`src/rtl/bin_a_bcd_seq.sv`:
```
// Sequential binary-to-BCD converter (double-dabble, one bit per clock).
// Results saturate to all nines when the input exceeds the digit range.
module bin_a_bcd_seq #(
  parameter int BIN_WIDTH = 14,
  parameter int DIGITS    = 4
) (
  input  logic                  clk,
  input  logic                  rst_n,
  input  logic                  inicio_in,
  input  logic [BIN_WIDTH-1:0]  bin_in,
  output logic [4*DIGITS-1:0]   bcd_out,
  output logic                  ocupado_out,
  output logic                  listo_out,
  output logic                  desborde_out
);

  localparam int BCD_W = 4 * DIGITS;
  localparam int CNT_W = $clog2(BIN_WIDTH + 1);

  function automatic longint unsigned pow10(input int n);
    longint unsigned r;
    r = 1;
    for (int i = 0; i < n; i++) r = r * 10;
    return r;
  endfunction

  localparam longint unsigned MAX_VAL = pow10(DIGITS) - 1;

  typedef enum logic {IDLE, SHIFT} state_t;

  state_t               state_q, state_d;
  logic [BIN_WIDTH-1:0] bin_q, bin_d;
  logic [BCD_W-1:0]     work_q, work_d;
  logic [CNT_W-1:0]     cnt_q, cnt_d;
  logic                 ovf_q, ovf_d;
  logic [BCD_W-1:0]     bcd_q, bcd_d;
  logic                 ocupado_q, ocupado_d;
  logic                 listo_q, listo_d;
  logic                 desborde_q, desborde_d;

  logic [BCD_W-1:0]     adj;
  logic [BCD_W-1:0]     shift_work;
  logic [BIN_WIDTH-1:0] shift_bin;

  always_comb begin
    adj = work_q;
    for (int i = 0; i < DIGITS; i++) begin
      if (work_q[4*i +: 4] >= 4'd5) adj[4*i +: 4] = work_q[4*i +: 4] + 4'd3;
    end
    {shift_work, shift_bin} = {adj, bin_q} << 1;
  end

  always_comb begin
    state_d    = state_q;
    bin_d      = bin_q;
    work_d     = work_q;
    cnt_d      = cnt_q;
    ovf_d      = ovf_q;
    bcd_d      = bcd_q;
    ocupado_d  = ocupado_q;
    listo_d    = 1'b0;
    desborde_d = desborde_q;
    case (state_q)
      IDLE: begin
        ocupado_d = 1'b0;
        if (inicio_in) begin
          bin_d     = bin_in;
          work_d    = '0;
          ovf_d     = (64'(bin_in) > MAX_VAL);
          cnt_d     = CNT_W'(BIN_WIDTH);
          ocupado_d = 1'b1;
          state_d   = SHIFT;
        end
      end
      SHIFT: begin
        work_d = shift_work;
        bin_d  = shift_bin;
        cnt_d  = cnt_q - CNT_W'(1);
        // Last shift: publish the result straight from the shifted value.
        if (cnt_q == CNT_W'(1)) begin
          bcd_d      = ovf_q ? {DIGITS{4'h9}} : shift_work;
          desborde_d = ovf_q;
          listo_d    = 1'b1;
          ocupado_d  = 1'b0;
          state_d    = IDLE;
        end
      end
      default: state_d = IDLE;
    endcase
  end

  always_ff @(posedge clk) begin
    if (!rst_n) begin
      state_q    <= IDLE;
      bin_q      <= '0;
      work_q     <= '0;
      cnt_q      <= '0;
      ovf_q      <= 1'b0;
      bcd_q      <= '0;
      ocupado_q  <= 1'b0;
      listo_q    <= 1'b0;
      desborde_q <= 1'b0;
    end else begin
      state_q    <= state_d;
      bin_q      <= bin_d;
      work_q     <= work_d;
      cnt_q      <= cnt_d;
      ovf_q      <= ovf_d;
      bcd_q      <= bcd_d;
      ocupado_q  <= ocupado_d;
      listo_q    <= listo_d;
      desborde_q <= desborde_d;
    end
  end

  assign bcd_out      = bcd_q;
  assign ocupado_out  = ocupado_q;
  assign listo_out    = listo_q;
  assign desborde_out = desborde_q;

endmodule

```
`config.mk`:
```
export PLATFORM = sky130hd
export DESIGN_NAME = bin_a_bcd_seq
export DESIGN_NICKNAME = d
export VERILOG_FILES = /design/src/rtl/bin_a_bcd_seq.sv
export SDC_FILE = /design/constraint.sdc
export NUM_CORES = 1
export LEC_CHECK = 0
export ABC_AREA = 1
export BUFFER_PORTS_ARGS = -buffer_cell sky130_fd_sc_hd__buf_4
export CAP_MARGIN = 0
export CORE_MARGIN = 10
export CORE_UTILIZATION = 30
export DETAILED_ROUTE_END_ITERATION = 10
export PLACE_DENSITY = 0.49
export SLEW_MARGIN = 30
export SYNTH_ARGS = -nofsm -noshare
export SYNTH_HDL_FRONTEND = slang
export SYNTH_SLANG_ARGS = --single-unit
```
`constraint.sdc`:
```
create_clock -name clk -period 1.85 [get_ports clk]
set_input_delay 0.185 -clock clk [delete_from_list [all_inputs] [get_ports clk]]
set_output_delay 0.185 -clock clk [all_outputs]
set_load 0.02 [all_outputs]
```
==> run metrics, run 1 <==
worst skew pair latency=0.31 ns; Worst setup EP type=register; synth top area cells=dfxtp_1 (42%), nand2_1 (18%), inv_1 (7.1%); Final GP Congestion=0.833; initial antenna violation count=0; CTS-repair resized insts=0; yosys warns=0; Setup WS post-layout=between 0.3 and 0.4 ns; final setup TNS=0 ns; Worst-Margin Slew=between 0.7 and 0.8 ns; pwr dens=approximately 750 nW/um2; Avg Cell Area, Syn=7.02 um2; core outline area=8340 um2; I/O pin count=36; worst path arrival time=around 1.7 ns; mapped cell area=approximately 2600 um2; Peak VDD IR=between 0.3 and 0.4 mV; number of max-cap violations=0; sequential share of the synthesized area=0.423; Post-DP Area=2970 um2; Leak Pwr=around 1.4 nW; Die Wd=between 100 and 150 um; crit path max fanout=7; non-filler instance count after layout=roughly 510; status=finished, final reports clean; remaining antenna violation count=0; Post-Place Cells=approximately 500; Period minus WS final=approximately 1.5 ns; 1st-pass router iterations=5; TritonCTS clock tree=built; Mapped Cells=371; Synth top area share=0.423; max frequency=roughly 0.68 GHz; # DRC=0; clk slew on worst S/H paths=roughly 0.1 ns; Final nets=about 430; Startpoint Class=register; ys flop type=dfxtp_1; hold slack=0.140 ns; Num CTS Buffers=5; switching pwr=approximately 0.56 mW; syn nets=about 400; via count of the first global-routing pass=2245; share of cells above drive strength 1=0.140; Tcrit/Tclk final=0.790; kind of critical path=register to register; power share of the clock group=0.357; total gr overflow=0; routed length per placed instance=between 10 and 15 um; via count=about 2300; Via density=around 4.6; Reg power frac=0.539; Initial Util=0.312; RSZ-0062 raised after global routing=false; Hold-fix buffers, CTS=0; Post-CTS Setup Inserts=0; wirelength, routed=6.47 mm; gr usage total=0.102; Core Util, Final=0.370; Port Buffers=35; total clock sinks=55; combinational share of power=0.104; EDFF count, synth=0; ys async rst share=0; design area=between 3000 and 4000 um2; global-route wire length before repair=around 11 mm; Iter 0 DRT Violations=130; P_int=around 1.8 mW; Hold WC Path Type=primary input to register; largest net degree at the start of global routing=23; final hold violation count=0; clk root buf=clkbuf_8; CP required=~2.1 ns; Power Total=2.32 mW; number of distinct library cells after synthesis=24; die extent in y=~110 um; Setup Viol. Count Final=0; fin. max-slew vios=0; H-tree depth=2; post-DP HPWL=4.79 mm; n_diodes=0; switching share of power=0.243; Worst Setup Slack post-DPL=~0.38 ns; die area=approximately 13000 um2; Yosys top cell by area=dfxtp_1; Synth top cells by count=nand2_1 (127), dfxtp_1 (55), inv_1 (49); reg2reg setup slack=between 0.3 and 0.4 ns; Synth Register Bits=55; most numerous cell in the Yosys netlist=nand2_1; CTS max path bufs=2; Worst slew margin=0.468; Row Count=33; synthesis-to-finish area growth=18.4%; clock skew=0.00757 ns
-- registers in the layout, summed over array words and instances (netlist names) --
name and cells:
work_q 16, state_q 1, cnt_q 4, bin_q 14
bcd_out 16, desborde_out 1, ocupado_out 1, listo_out 1
ovf_q 1
-- cell type report --
cell class | count | area [um2]
Tap cell | 105 | 131
Clock inverter | 2 | 35.0
Inverter | 49 | 184
Timing Repair Buffer | 41 | 320
Multi-Input combinational cell | 253 | 1230
Clock buffer | 6 | 82.6
Sequential cell | 55 | 1100
Fill cell | 922 | 5260
-- routing by layer --
layer,routed length [um],vias to the layer above,global-route usage
li1,-,1252,-
met1,3070,1041,0.129
met2,3100,33,0.166
met3,207,6,0.0211
met4,93,0,0.0381
met5,0,-,0
-- logic make-up (layout without fill, tap and decap cells) --
| kind of cell | after synthesis | in the layout | synth area share |
|---|---|---|---|
| compound gates | 62 | 62 | 0.131 |
| flops | 55 | 55 | 0.423 |
| simple gates | 181 | 181 | 0.294 |
| fa+ha+maj | 10 | 10 | 0.0480 |
| buf+inv | 63 | 98 | 0.105 |
-- final timing paths --
kind,from,to,cells after the start
max reg2reg,cnt_q[0],bcd_out[13],5
max,cnt_q[0],bcd_out[13],5
min reg2reg,work_q[13],work_q[13],2
min,bin_in[0],bin_q[0],3
-- layout by cell type (no fill, tap or decap), types with 2 or more instances in the layout --
cell / count
a21oi_1: 26
nand3_1: 29
nand3_2: 2
dfxtp_1: 55
nand2_1: 127
o21ai_0: 24
o21a_1: 3
nor2_2: 3
nand4_1: 8
a22oi_1: 6
nor2_1: 8
ha_1: 10
clkbuf_8: 6
inv_1: 49
buf_4: 40
-- power groups by stage --
stage               combinational, mW  sequential, mW  clock [mW]
finish                          0.242            1.25       0.830
global route                    0.278            1.26       0.913
CTS                             0.247            1.25       0.865
detailed placement              0.245            1.28           0
global placement                0.244            1.28           0
floorplan                       0.155            1.28           0
-- worst max-delay path, stage by stage, from the launching register on --
cell and delay, ns:
dfxtp_1 0.40, ha_1 0.20, nand3_2 0.14, nor2_2 0.25
nand2_1 0.21, o21ai_0 0.19
No activity file was read; power rests on OpenSTA's default activity.
==> run 2: changes to the inputs <==
Clock period 1.85 ns to 1.5 ns, I/O delays scaled along.
==> run metrics, run 2 (synthesis results as in run 1) <==
Final nets=440 (+1.9%); Row Count=33 (unchanged); Setup Viol. Count Final=0 (unchanged); via count=2385 (+2.3%); WP buf/inv=1 (+1); gr usage total=0.100 (-0.00186); stages on the worst setup path=6 (+1); switching share of power=0.237 (-0.00607); n_diodes=0 (unchanged); combinational share of power=0.101 (-0.003); synthesis-to-finish area growth=21.1%; wirelength, routed=6.48 mm (+0.15%); CP max-delay cell=dfxtp_1; kind of critical path=register to register; RSZ-0062 raised after global routing=true; Via density=4.60 (+0.70%); die area=12800 um2 (unchanged); fin. max-slew vios=0 (unchanged); initial antenna violation count=0 (unchanged); Port Buffers=35 (unchanged); clock skew=0.00763 ns (+0.0000592 ns); Worst slew margin=0.746 (+0.278); Startpoint Class=register; final hold violation count=0 (unchanged); status=finished, final reports clean; routed length per placed instance=12.5 um (-1.4%); core outline area=8340 um2 (unchanged); CP top delay family=flip-flops; worst path arrival time=1.59 ns (-0.11 ns); post-DP HPWL=4.90 mm (+2.3%); Hold-fix buffers, CTS=0 (unchanged); via count of the first global-routing pass=2282 (+1.6%); TritonCTS clock tree=built; # DRC=0 (unchanged); switching pwr=0.715 mW (+27%); die extent in y=113 um (unchanged); Post-DP Area=3020 um2 (+1.6%); CTS-repair resized insts=0 (unchanged); commonest cells after routing, fill and taps aside=nand2_1 (126), dfxtp_1 (55), buf_4 (49); max incr delay on CP=0.41 ns (about the same); number of max-cap violations=0 (unchanged); H-tree depth=2 (unchanged); CP most frequent cell=nand3_2; total gr overflow=0 (unchanged); clk root buf=clkbuf_8; Period minus WS final=1.34 ns (-0.122 ns); P_int=2.30 mW (+31%); max frequency=0.746 GHz (+9.1%); Power Total=3.02 mW (+30%); share of cells above drive strength 1=0.162 (+0.0214); power share of the clock group=0.387 (+0.030); Worst-Margin Slew=0.380 ns (-0.417 ns); Final GP Congestion=0.830 (-0.32%); Leak Pwr=1.49 nW (+3.4%); worst skew pair latency=0.31 ns (about the same); most common cell after layout, fill and taps aside=nand2_1; Worst setup EP type=register; design area=3160 um2 (+2.3%); Hold WC Path Type=primary input to register; Min-Delay Path Depth=3 (unchanged); Iter 0 DRT Violations=136 (+4.6%); I/O pin count=36 (unchanged); Num CTS Buffers=5 (unchanged); Initial Util=0.312 (unchanged); global-route wire length before repair=10.9 mm (-0.25%); total clock sinks=55 (unchanged); CP Cell Sequence=ha_1, nand3_2, nor2_2, buf_4, nand3_2, a21oi_2; 1st-pass router iterations=6 (+1); Peak VDD IR=0.453 mV (+26%); clk slew on worst S/H paths=0.10 ns (about the same); CTS max path bufs=2 (unchanged); largest net degree at the start of global routing=17 (-26%); R2R depth=6 (+1); Die Wd=113 um (unchanged); Tcrit/Tclk final=0.893 (+0.103); crit path max fanout=6 (-1); Reg power frac=0.512 (-0.027); remaining antenna violation count=0 (unchanged); Post-CTS Setup Inserts=0 (unchanged); pwr dens=956 nW/um2 (+27%); CP required=1.75 ns (-0.34 ns)
[run 2: layout make-up]
cell class / instances / area, um2
fill: 901 / 5180
multi-input combinational: 253 / 1240
sequential: 55 / 1100
timing repair buffer: 49 / 368
inverter: 49 / 184
tap: 105 / 131
clock buffer: 6 / 72.6
clock inverter: 2 / 60.1
[run 2: worst register-to-register path: cells and delay by family, from the launching register on]
kind / cells / cell delay, ns
AOI/OAI and AO/OA: 1 / 0.11
and+or+nand+nor: 3 / 0.38
DFF: 1 / 0.41
buffers and inverters: 1 / 0.17
adders and majority gates: 1 / 0.21
[run 2: stage by stage]
| stage | setup slack, ns | setup TNS (ns) | hold WS (ns) | cells | utilization |
|---|---|---|---|---|---|
| 6_report | 0.160 | 0 | 0.0939 | 519 | 0.378 |
| 5_1_grt | -0.0272 | -0.0711 | 0.0900 | 519 | 0.378 |
| 4_1_cts | 0.147 | 0 | 0.0865 | 519 | 0.377 |
| 3_5_place_dp | 0.170 | 0 | 0.427 | 511 | 0.362 |
| 3_3_place_gp | 0.194 | 0 | 0.413 | 511 | 0.362 |
| 2_1_floorplan | 0.275 | 0 | 0.293 | 371 | - |
[run 2: routing by layer]
layer  vias to the layer above  part of all wire  global-route usage
met4                         0             0.012              0.0305
met3                         5             0.023              0.0201
met1                      1085              0.48               0.128
li1                       1272                 -                   -
met5                         -                 0                   0
met2                        23              0.48               0.164
[run 2: power by group through the flow]
stage / Clock, mW / Sequential [mW] / Combinational, mW
6_report: 1.17 / 1.54 / 0.305
5_1_grt: 1.25 / 1.55 / 0.353
4_1_cts: 1.20 / 1.55 / 0.310
3_5_place_dp: 0 / 1.58 / 0.309
3_3_place_gp: 0 / 1.58 / 0.309
2_1_floorplan: 0 / 1.58 / 0.191
[run 2: final timing paths]
path	from	end	slack [ns]
worst max-delay path	cnt_q[0]	bcd_out[1]	0.16
worst min-delay path	bin_in[0]	bin_q[0]	0.09
worst max register to register	cnt_q[0]	bcd_out[1]	0.16
worst min register to register	bin_q[13]	work_q[0]	0.47
